===== config.mk =====
export PLATFORM = sky130hd
export DESIGN_NAME = pipe_adder_flat
export DESIGN_NICKNAME = d
export VERILOG_FILES = /design/src/rtl/pipe_adder_if.sv /design/src/rtl/pipe_adder.sv /design/src/flat_wrapper.sv
export SDC_FILE = /design/constraint.sdc
export NUM_CORES = 1
export LEC_CHECK = 0
export BUFFER_PORTS_ARGS = -buffer_cell sky130_fd_sc_hd__buf_2
export CAP_MARGIN = 10
export CORE_ASPECT_RATIO = 0.7
export CORE_MARGIN = 2
export CORE_UTILIZATION = 52
export DETAILED_ROUTE_END_ITERATION = 6
export PLACE_DENSITY = 0.73
export SKIP_LAST_GASP = 1
export SYNTH_ARGS = -nofsm -noshare
export SYNTH_HDL_FRONTEND = slang
export SYNTH_SLANG_ARGS = --single-unit

===== constraint.sdc =====
create_clock -name clk -period 6 [get_ports clk]
set_input_delay 0 -clock clk [delete_from_list [all_inputs] [get_ports clk]]
set_output_delay 0 -clock clk [all_outputs]
set_load 0.02 [all_outputs]

===== src/rtl/pipe_adder_if.sv =====
// Operand/result handshake bundle for pipe_adder. The optional saturate
// input exists only when PIPE_ADDER_SAT_EN is defined.
interface pipe_adder_if #(
  parameter int WIDTH = 32
);
  logic             in_valid;
  logic             in_ready;
  logic [WIDTH-1:0] X;
  logic [WIDTH-1:0] Y;
  logic             c_in;
  logic             sub;
`ifdef PIPE_ADDER_SAT_EN
  logic             sat;
`endif
  logic             out_valid;
  logic             out_ready;
  logic [WIDTH-1:0] Z;
  logic             c_out;
  logic             ovf;
  logic             zero;

  modport master (
`ifdef PIPE_ADDER_SAT_EN
    output sat,
`endif
    output in_valid, X, Y, c_in, sub, out_ready,
    input  in_ready, out_valid, Z, c_out, ovf, zero
  );

  modport slave (
`ifdef PIPE_ADDER_SAT_EN
    input  sat,
`endif
    input  in_valid, X, Y, c_in, sub, out_ready,
    output in_ready, out_valid, Z, c_out, ovf, zero
  );
endinterface


===== src/rtl/pipe_adder.sv =====
// Segmented pipelined adder/subtractor, SEG bits per stage, valid/ready on both ends.
// Optional output saturation is enabled by defining PIPE_ADDER_SAT_EN.
module pipe_adder #(
  parameter int WIDTH = 32,
  parameter int SEG   = 8
) (
  input  logic         clk,
  input  logic         rst,
  pipe_adder_if.slave  bus
);
  localparam int NSTG = (SEG > 0) ? (WIDTH / SEG) : 1;

  if ((SEG <= 0) || (WIDTH <= 0) || ((WIDTH % ((SEG > 0) ? SEG : 1)) != 0)) begin : g_bad_cfg
    $error("pipe_adder: WIDTH must be a positive multiple of SEG");
  end

  logic             adv;
  logic             sat_in;

  logic [NSTG-1:0]  v_q;
  logic [NSTG-1:0]  c_q;
  logic             s_q   [NSTG];
  logic [WIDTH-1:0] x_q   [NSTG];
  logic [WIDTH-1:0] y_q   [NSTG];
  logic [WIDTH-1:0] z_q   [NSTG];
  logic             ovf_q;
  logic             zero_q;

  logic [NSTG-1:0]  v_src;
  logic [NSTG-1:0]  c_src;
  logic [NSTG-1:0]  c_nxt;
  logic             s_src [NSTG];
  logic [WIDTH-1:0] x_src [NSTG];
  logic [WIDTH-1:0] y_src [NSTG];
  logic [WIDTH-1:0] z_src [NSTG];
  logic [WIDTH-1:0] z_nxt [NSTG];
  logic [SEG:0]     seg_sum;
  logic             x_sign;
  logic             y_sign;
  logic             ovf_nxt;
  logic             zero_nxt;
  logic [WIDTH-1:0] z_fin;

`ifdef PIPE_ADDER_SAT_EN
  assign sat_in = bus.sat;
`else
  assign sat_in = 1'b0;
`endif

  assign adv           = bus.out_ready | ~bus.out_valid;
  assign bus.in_ready  = adv;
  assign bus.out_valid = v_q[NSTG-1];
  assign bus.Z         = z_q[NSTG-1];
  assign bus.c_out     = c_q[NSTG-1];
  assign bus.ovf       = ovf_q;
  assign bus.zero      = zero_q;

  always_comb begin
    // Subtract is X + ~Y + ~c_in, so c_in acts as a borrow.
    v_src[0] = bus.in_valid;
    x_src[0] = bus.X;
    y_src[0] = bus.sub ? ~bus.Y : bus.Y;
    c_src[0] = bus.sub ? ~bus.c_in : bus.c_in;
    s_src[0] = sat_in;
    z_src[0] = '0;
    for (int k = 1; k < NSTG; k++) begin
      v_src[k] = v_q[k-1];
      x_src[k] = x_q[k-1];
      y_src[k] = y_q[k-1];
      c_src[k] = c_q[k-1];
      s_src[k] = s_q[k-1];
      z_src[k] = z_q[k-1];
    end

    seg_sum = '0;
    for (int k = 0; k < NSTG; k++) begin
      seg_sum  = {1'b0, x_src[k][k*SEG +: SEG]} + {1'b0, y_src[k][k*SEG +: SEG]}
               + {{SEG{1'b0}}, c_src[k]};
      z_nxt[k] = z_src[k];
      z_nxt[k][k*SEG +: SEG] = seg_sum[SEG-1:0];
      c_nxt[k] = seg_sum[SEG];
    end

    x_sign  = x_src[NSTG-1][WIDTH-1];
    y_sign  = y_src[NSTG-1][WIDTH-1];
    ovf_nxt = (x_sign == y_sign) && (z_nxt[NSTG-1][WIDTH-1] != x_sign);
    z_fin   = z_nxt[NSTG-1];
    if (s_src[NSTG-1] && ovf_nxt) begin
      z_fin = x_sign ? {1'b1, {(WIDTH-1){1'b0}}} : {1'b0, {(WIDTH-1){1'b1}}};
    end
    zero_nxt = (z_fin == '0);
  end

  // Whole pipeline moves as one shift register; a stall freezes every stage.
  always_ff @(posedge clk) begin
    if (rst) begin
      v_q    <= '0;
      c_q    <= '0;
      ovf_q  <= 1'b0;
      zero_q <= 1'b0;
      for (int k = 0; k < NSTG; k++) begin
        s_q[k] <= 1'b0;
        x_q[k] <= '0;
        y_q[k] <= '0;
        z_q[k] <= '0;
      end
    end else if (adv) begin
      v_q <= v_src;
      c_q <= c_nxt;
      for (int k = 0; k < NSTG; k++) begin
        s_q[k] <= s_src[k];
        x_q[k] <= x_src[k];
        y_q[k] <= y_src[k];
        z_q[k] <= z_nxt[k];
      end
      z_q[NSTG-1] <= z_fin;
      ovf_q       <= ovf_nxt;
      zero_q      <= zero_nxt;
    end
  end
endmodule


===== src/flat_wrapper.sv =====
// flat-port wrapper written by rule: the top's interface ports become plain ports
module pipe_adder_flat 
#(
  parameter int WIDTH = 32,
  parameter int SEG   = 8
)
  (clk, rst, bus_in_valid, bus_X, bus_Y, bus_c_in, bus_sub, bus_out_ready, bus_in_ready, bus_out_valid, bus_Z, bus_c_out, bus_ovf, bus_zero);
  pipe_adder_if #(.WIDTH(WIDTH)) bus_i ();
  input  logic clk;
  input  logic rst;
  input wire logic [$bits(bus_i.in_valid)-1:0] bus_in_valid;
  input wire logic [$bits(bus_i.X)-1:0] bus_X;
  input wire logic [$bits(bus_i.Y)-1:0] bus_Y;
  input wire logic [$bits(bus_i.c_in)-1:0] bus_c_in;
  input wire logic [$bits(bus_i.sub)-1:0] bus_sub;
  input wire logic [$bits(bus_i.out_ready)-1:0] bus_out_ready;
  output wire logic [$bits(bus_i.in_ready)-1:0] bus_in_ready;
  output wire logic [$bits(bus_i.out_valid)-1:0] bus_out_valid;
  output wire logic [$bits(bus_i.Z)-1:0] bus_Z;
  output wire logic [$bits(bus_i.c_out)-1:0] bus_c_out;
  output wire logic [$bits(bus_i.ovf)-1:0] bus_ovf;
  output wire logic [$bits(bus_i.zero)-1:0] bus_zero;
  assign bus_i.in_valid = bus_in_valid;
  assign bus_i.X = bus_X;
  assign bus_i.Y = bus_Y;
  assign bus_i.c_in = bus_c_in;
  assign bus_i.sub = bus_sub;
  assign bus_i.out_ready = bus_out_ready;
  assign bus_in_ready = bus_i.in_ready;
  assign bus_out_valid = bus_i.out_valid;
  assign bus_Z = bus_i.Z;
  assign bus_c_out = bus_i.c_out;
  assign bus_ovf = bus_i.ovf;
  assign bus_zero = bus_i.zero;
  pipe_adder #(.WIDTH(WIDTH), .SEG(SEG)) u_core (.clk(clk), .rst(rst), .bus(bus_i));
endmodule

# Word level (Yosys, flattened, before mapping)
# Memories as Yosys holds them, arrays and structs flattened.
# Cells that the tools add are included.
dict set report totals {
  regBits 10
  ramBits 388
  input_bits 70
  out_inout_bits 37
  word_cells 68
  mem_count 4
}
dict set report classes {
  addsub 8
  n_eq_ne 2
  mux 26
  bitwise 21
  n_reduce_logical 3
}
# memory depth width rd rd_ports_with_merged_regs write_ports line_no
set memory_table {}
lappend memory_table {u_core.x_q 4 32 3 0 4 pipe_adder.sv:23} ;# logic [WIDTH-1:0] x_q [NSTG];
lappend memory_table {u_core.y_q 4 32 3 0 4 pipe_adder.sv:24} ;# logic [WIDTH-1:0] y_q [NSTG];
lappend memory_table {u_core.z_q 4 32 4 0 4 pipe_adder.sv:25} ;# logic [WIDTH-1:0] z_q [NSTG];
lappend memory_table {u_core.s_q 4 1 3 0 4 pipe_adder.sv:22} ;# logic s_q [NSTG];
# cell count
set ops {}
lappend ops {{2-to-1 mux 32 bit} 16}
lappend ops {{adder 8 x 8 -> 9 bit} 4}
lappend ops {{adder 9 x 1 -> 9 bit} 4}
lappend ops {{logical NOT 32 bit} 1}
lappend ops {{NOT 32 bit} 1}
lappend ops {{OR 1 bit} 18}
lappend ops {{2-to-1 mux 1 bit} 10}
lappend ops {{logical AND 1 bit} 2}
lappend ops {{NOT 1 bit} 2}
lappend ops {{equality test 1 bit} 1}
lappend ops {{!= test 1 bit} 1}

# Depth between registers and ports, before layout
# An unclocked memory read counts as a cell.
dict set report logic_depth {
  word_depth 8
  mapped_depth 11
}

# Least setup slack after synthesis
# Ideal clock, no wire load.
dict set report synth_path {
  kind {register to register}
  startpoint {reg u_core.v_q[3]}
  endpoint {mem u_core.x_q[0][10] (enable)}
  arrival_time_ps 4448
  required_ps 5473
  path_slack_ps 1024
  path_stages_with_launch 6
  path_buffers 1
  synth_period_minus_slack_ps 4976
  path_cell_list {dfxtp_1 -> nor2b_1 -> buf_2 -> inv_1 -> nor2_1 -> inv_1}
}
# element line_no
set synth_lines {}
lappend synth_lines {{start, declared} pipe_adder.sv:20} ;# logic [NSTG-1:0] v_q;
lappend synth_lines {{start signal, assigned} pipe_adder.sv:108} ;# v_q <= v_src;
lappend synth_lines {{end, declared} pipe_adder.sv:23}

==> results <==
- The CTS sink count is 186.
- The core area is 15,500 sq um.
- The die is 155 um wide.
- The signal on the critical path passes through nor2b_1, inv_1, nor2_1, buf_4, inv_6, buf_4.
- The main flop type after synthesis is sky130_fd_sc_hd__edfxtp_1.
- The post-synth net total is 715.
- Measured against its own limit, the worst slew margin works out to 0.309.
- The number of levels the H-tree was split into is 4.
- The number of primary I/O pins is 107.
- The number of vias per cell after detailed routing is 5.04.
- The first global-routing pass estimated 22.5 mm of wire.
- Clock skew on the completed layout was measured at 12.3 ps.
- Of all nets on the critical path, the largest fanout is 105.
- The reported leakage power is 4.40 nW.
- The final setup violation count is 0.
- Of the cells placed in the final design, the portion with a size suffix greater than 1 is 0.193.
- The final worst-path setup slack is 3050 ps.
- The slowest stage of the critical path is the sky130_fd_sc_hd__buf_4 cell.
- Derived from the worst setup path, the maximum achievable clock frequency is 339 MHz.
- The detailed-router iteration count before antenna repair is 5.
- Post-CTS repair changed the size of 0 cells.
- In the finished design, the share of the clock period the worst path needs comes to 0.492.
- The run finished with clean final reports.
- Summing over every cut layer, the via total after detailed routing is 4,938.
- After layout, the minimum clock period comes to 2950 ps.
- The share of total power dissipated in sequential elements is 0.527.
- Of the synthesized area, sequential elements account for 0.660.
- Of the total power, the share spent switching nets is 0.231.
- The total power divided by cell area is 290 nW/um^2.
- For this run, the slowest stage of the critical path takes 820 ps.
- The arrival time reported for the critical path endpoint is 3000 ps.
- Synthesis inferred 186 register bits.
- The post-DP HPWL is 9.06 mm.
- The number of antenna diodes in the final layout is 0.
- Hold is met by 13.9 ps.
- The number of instances in the synthesized netlist is 609.
- Setup repair after global routing left no endpoint under its margin.
- Once placement finished, the instance area stood at 9020 sq um.
- The count of input and output buffers is 106.
- The worst-skew pair later-pin latency is 430 ps.
- Clock-pin slew was measured on the worst setup and hold paths at 70 ps.
- The number of max-slew violations in the final report was 0.
- The placed cell count is 894.
- The wire length per cell after detailed routing is 14.6 um.
- The type of the setup path with the least slack is reg -> reg.
- The worst setup path is launched from a flip-flop.
- The layout overhead on the synthesized area is 22.0%.
- The die outline height is 110 um.
- The distinct cell type count after synthesis is 45.
- The share of total power dissipated in combinational logic is 0.102.
- The netlist area before placement is 8310 sq um.
- The type of destination of the critical path is a flip-flop.
- The initial antenna violation count was 0.
- The number of endpoints with negative hold slack in the final report was 0.
- The finished layout holds 979 standard cells, fillers aside.
- The sum of negative setup slack is 0 ps.
- Summed over all nets, the switching power comes to 0.677 mW.
- Across the run, the number of max-cap violations was 0.
- The internal power is 2.26 mW.
- The via count of the first global-routing pass is 4,713.
- The total DRC errors in the routed layout is 0.
- After synthesis, the mean cell area works out to 13.6 sq um.
- The measured slew at the worst slew-check pin is 1040 ps.
- The finished layout cell area is 10,100 sq um.
- The critical path data required time is 6050 ps.
- The area enclosed by the die boundary is 17,000 sq um.
- In this run the worst hold path is classified as in -> reg.
- The detailed router finished its first iteration with 271 violations.
- The routed wire length is 14.3 mm.
- TritonCTS built the clock tree.
- For this run, the share of the core covered by cells in the final layout is 0.652.
- The library cell appearing most often on the critical path is sky130_fd_sc_hd__buf_4.
- The initial core utilization is 0.535.
- Overall power consumption after layout is estimated at 2.94 mW.
- No sink is reached through more buffers than the 2 on the longest clock path.
- The leftover overflow at the end of global routing is 0.
- The root cell of the clock tree is sky130_fd_sc_hd__clkbuf_16.
- IR analysis of the VDD net gives a maximum drop of 0.178 mV.
- The net total in the final layout is 872.
- Yosys printed 0 warnings.
- The worst-case setup slack after placement is 3090 ps.
- Once detail routing completed, the nets flagged for antenna violations numbered 0.
- The placement row count is 38.
- The share of flip-flops with an asynchronous set or reset after synthesis is 0.
- Of the total power, the clock network draws 0.370.
- The largest net degree at the start of global routing is 106.
- The number of synthesized flops with an enable pin is 176.
- The overall track demand over capacity in global routing is 0.174.
- The worst register-to-register path has a setup slack of 3050 ps.
- At the end of routability-driven placement, the weighted congestion stood at 0.803.
- The CTS buffer count is 17.
==> cell usage after synthesis (8+ instances only) <==
master / n / share of area
sky130_fd_sc_hd__a21oi_1: 13 / 0.0078
sky130_fd_sc_hd__buf_2: 8 / 0.0048
sky130_fd_sc_hd__and2_1: 129 / 0.097
sky130_fd_sc_hd__nand2_1: 15 / 0.0068
sky130_fd_sc_hd__a21o_1: 8 / 0.0072
sky130_fd_sc_hd__nor2_1: 60 / 0.027
sky130_fd_sc_hd__edfxtp_1: 176 / 0.64
sky130_fd_sc_hd__clkbuf_1: 17 / 0.0077
sky130_fd_sc_hd__inv_1: 18 / 0.0081
sky130_fd_sc_hd__ha_1: 28 / 0.042
sky130_fd_sc_hd__dfxtp_1: 10 / 0.024
sky130_fd_sc_hd__fa_1: 8 / 0.019
sky130_fd_sc_hd__xnor2_1: 34 / 0.036
sky130_fd_sc_hd__xor2_1: 15 / 0.016
sky130_fd_sc_hd__o21ai_0: 8 / 0.0048
==> state kept, by name, summed over array words and instances, names as in the netlist <==
signal           flops
u_core.z_q          80
u_core.v_q           4
u_core.bus.zero      1
u_core.c_q           4
u_core.y_q          48
u_core.x_q          48
u_core.bus.ovf       1
==> final cells by class <==
| class | count | area [sq um] |
|---|---|---|
| Multi-Input combinational cell | 380 | 2660 |
| Inverter | 18 | 72.6 |
| Timing Repair Buffer | 163 | 1090 |
| Clock inverter | 14 | 140 |
| Clock buffer | 18 | 439 |
| Tap cell | 200 | 250 |
| Sequential cell | 186 | 5490 |
| Fill cell | 1153 | 5410 |
==> per-layer routing <==
metal,global-route usage,wire [um]
met5,0,0
met1,0.232,6820
met3,0.0583,729
met4,0.0516,176
met2,0.275,6550
==> timing repair <==
item | 4_1_cts | 5_1_grt
hold buffers | 53 | 0
endpoints found under the hold margin | 52 | 0
setup buffers | 0 | 0
==> power by group through the flow <==
stage / registers (mW) / logic, mW / clock network (mW)
after floorplan: 1.58 / 0.180 / 0
after global placement: 1.57 / 0.267 / 0
after detailed placement: 1.58 / 0.274 / 0
after CTS: 1.55 / 0.301 / 1.10
after global routing: 1.56 / 0.335 / 1.16
final: 1.55 / 0.301 / 1.09
==> worst max-delay path, delay by kind of cell (launching register included) <==
family | cells | cell delay, ps
buffers and inverters | 4 | 1840
flip-flops | 1 | 310
AND/OR/NAND/NOR | 2 | 300
==> cell usage in the layout, fill, tap and decap left out, types with 4 or more instances in the layout <==
cell and n:
sky130_fd_sc_hd__clkinvlp_4 4, sky130_fd_sc_hd__o21ai_0 8, sky130_fd_sc_hd__clkbuf_16 17, sky130_fd_sc_hd__nor2_1 60, sky130_fd_sc_hd__nand2_1 15, sky130_fd_sc_hd__nor3_1 6, sky130_fd_sc_hd__a21oi_1 13, sky130_fd_sc_hd__xnor2_1 34
sky130_fd_sc_hd__a21o_1 8, sky130_fd_sc_hd__buf_2 106, sky130_fd_sc_hd__xor2_1 15, sky130_fd_sc_hd__fa_1 8, sky130_fd_sc_hd__inv_6 4, sky130_fd_sc_hd__ha_1 28, sky130_fd_sc_hd__inv_1 17, sky130_fd_sc_hd__buf_4 4
sky130_fd_sc_hd__and2_1 129, sky130_fd_sc_hd__dfxtp_1 10, sky130_fd_sc_hd__or3_1 4, sky130_fd_sc_hd__dlygate4sd3_1 53, sky130_fd_sc_hd__o21a_1 4, sky130_fd_sc_hd__nor4_1 4, sky130_fd_sc_hd__edfxtp_1 176
==> cell families after synthesis <==
logic type,share of synthesized area
buffers and inverters,0.0206
AO/OA/AOI/OAI,0.0483
adder cells (fa/ha/maj),0.0614
flip-flops,0.660
multiplexers,0.00241
XOR/XNOR,0.0516
AND/OR/NAND/NOR,0.156
==> path summary, 6_finish.rpt <==
| kind | startpoint | endpoint | depth (start not counted) |
|---|---|---|---|
| max reg2reg | u_core.v_q[3]$_SDFFE_PP0P_ | u_core.x_q[0][88]$_SDFFCE_PN0P_ | 6 |
| max | u_core.v_q[3]$_SDFFE_PP0P_ | u_core.x_q[0][88]$_SDFFCE_PN0P_ | 6 |
| min | bus_Y[8] | u_core.y_q[0][8]$_SDFFCE_PN0P_ | 3 |
| min reg2reg | u_core.bus.zero$_SDFFE_PP0P_ | u_core.bus.zero$_SDFFE_PP0P_ | 2 |
Note: power is estimated with default switching activity, not from simulation.
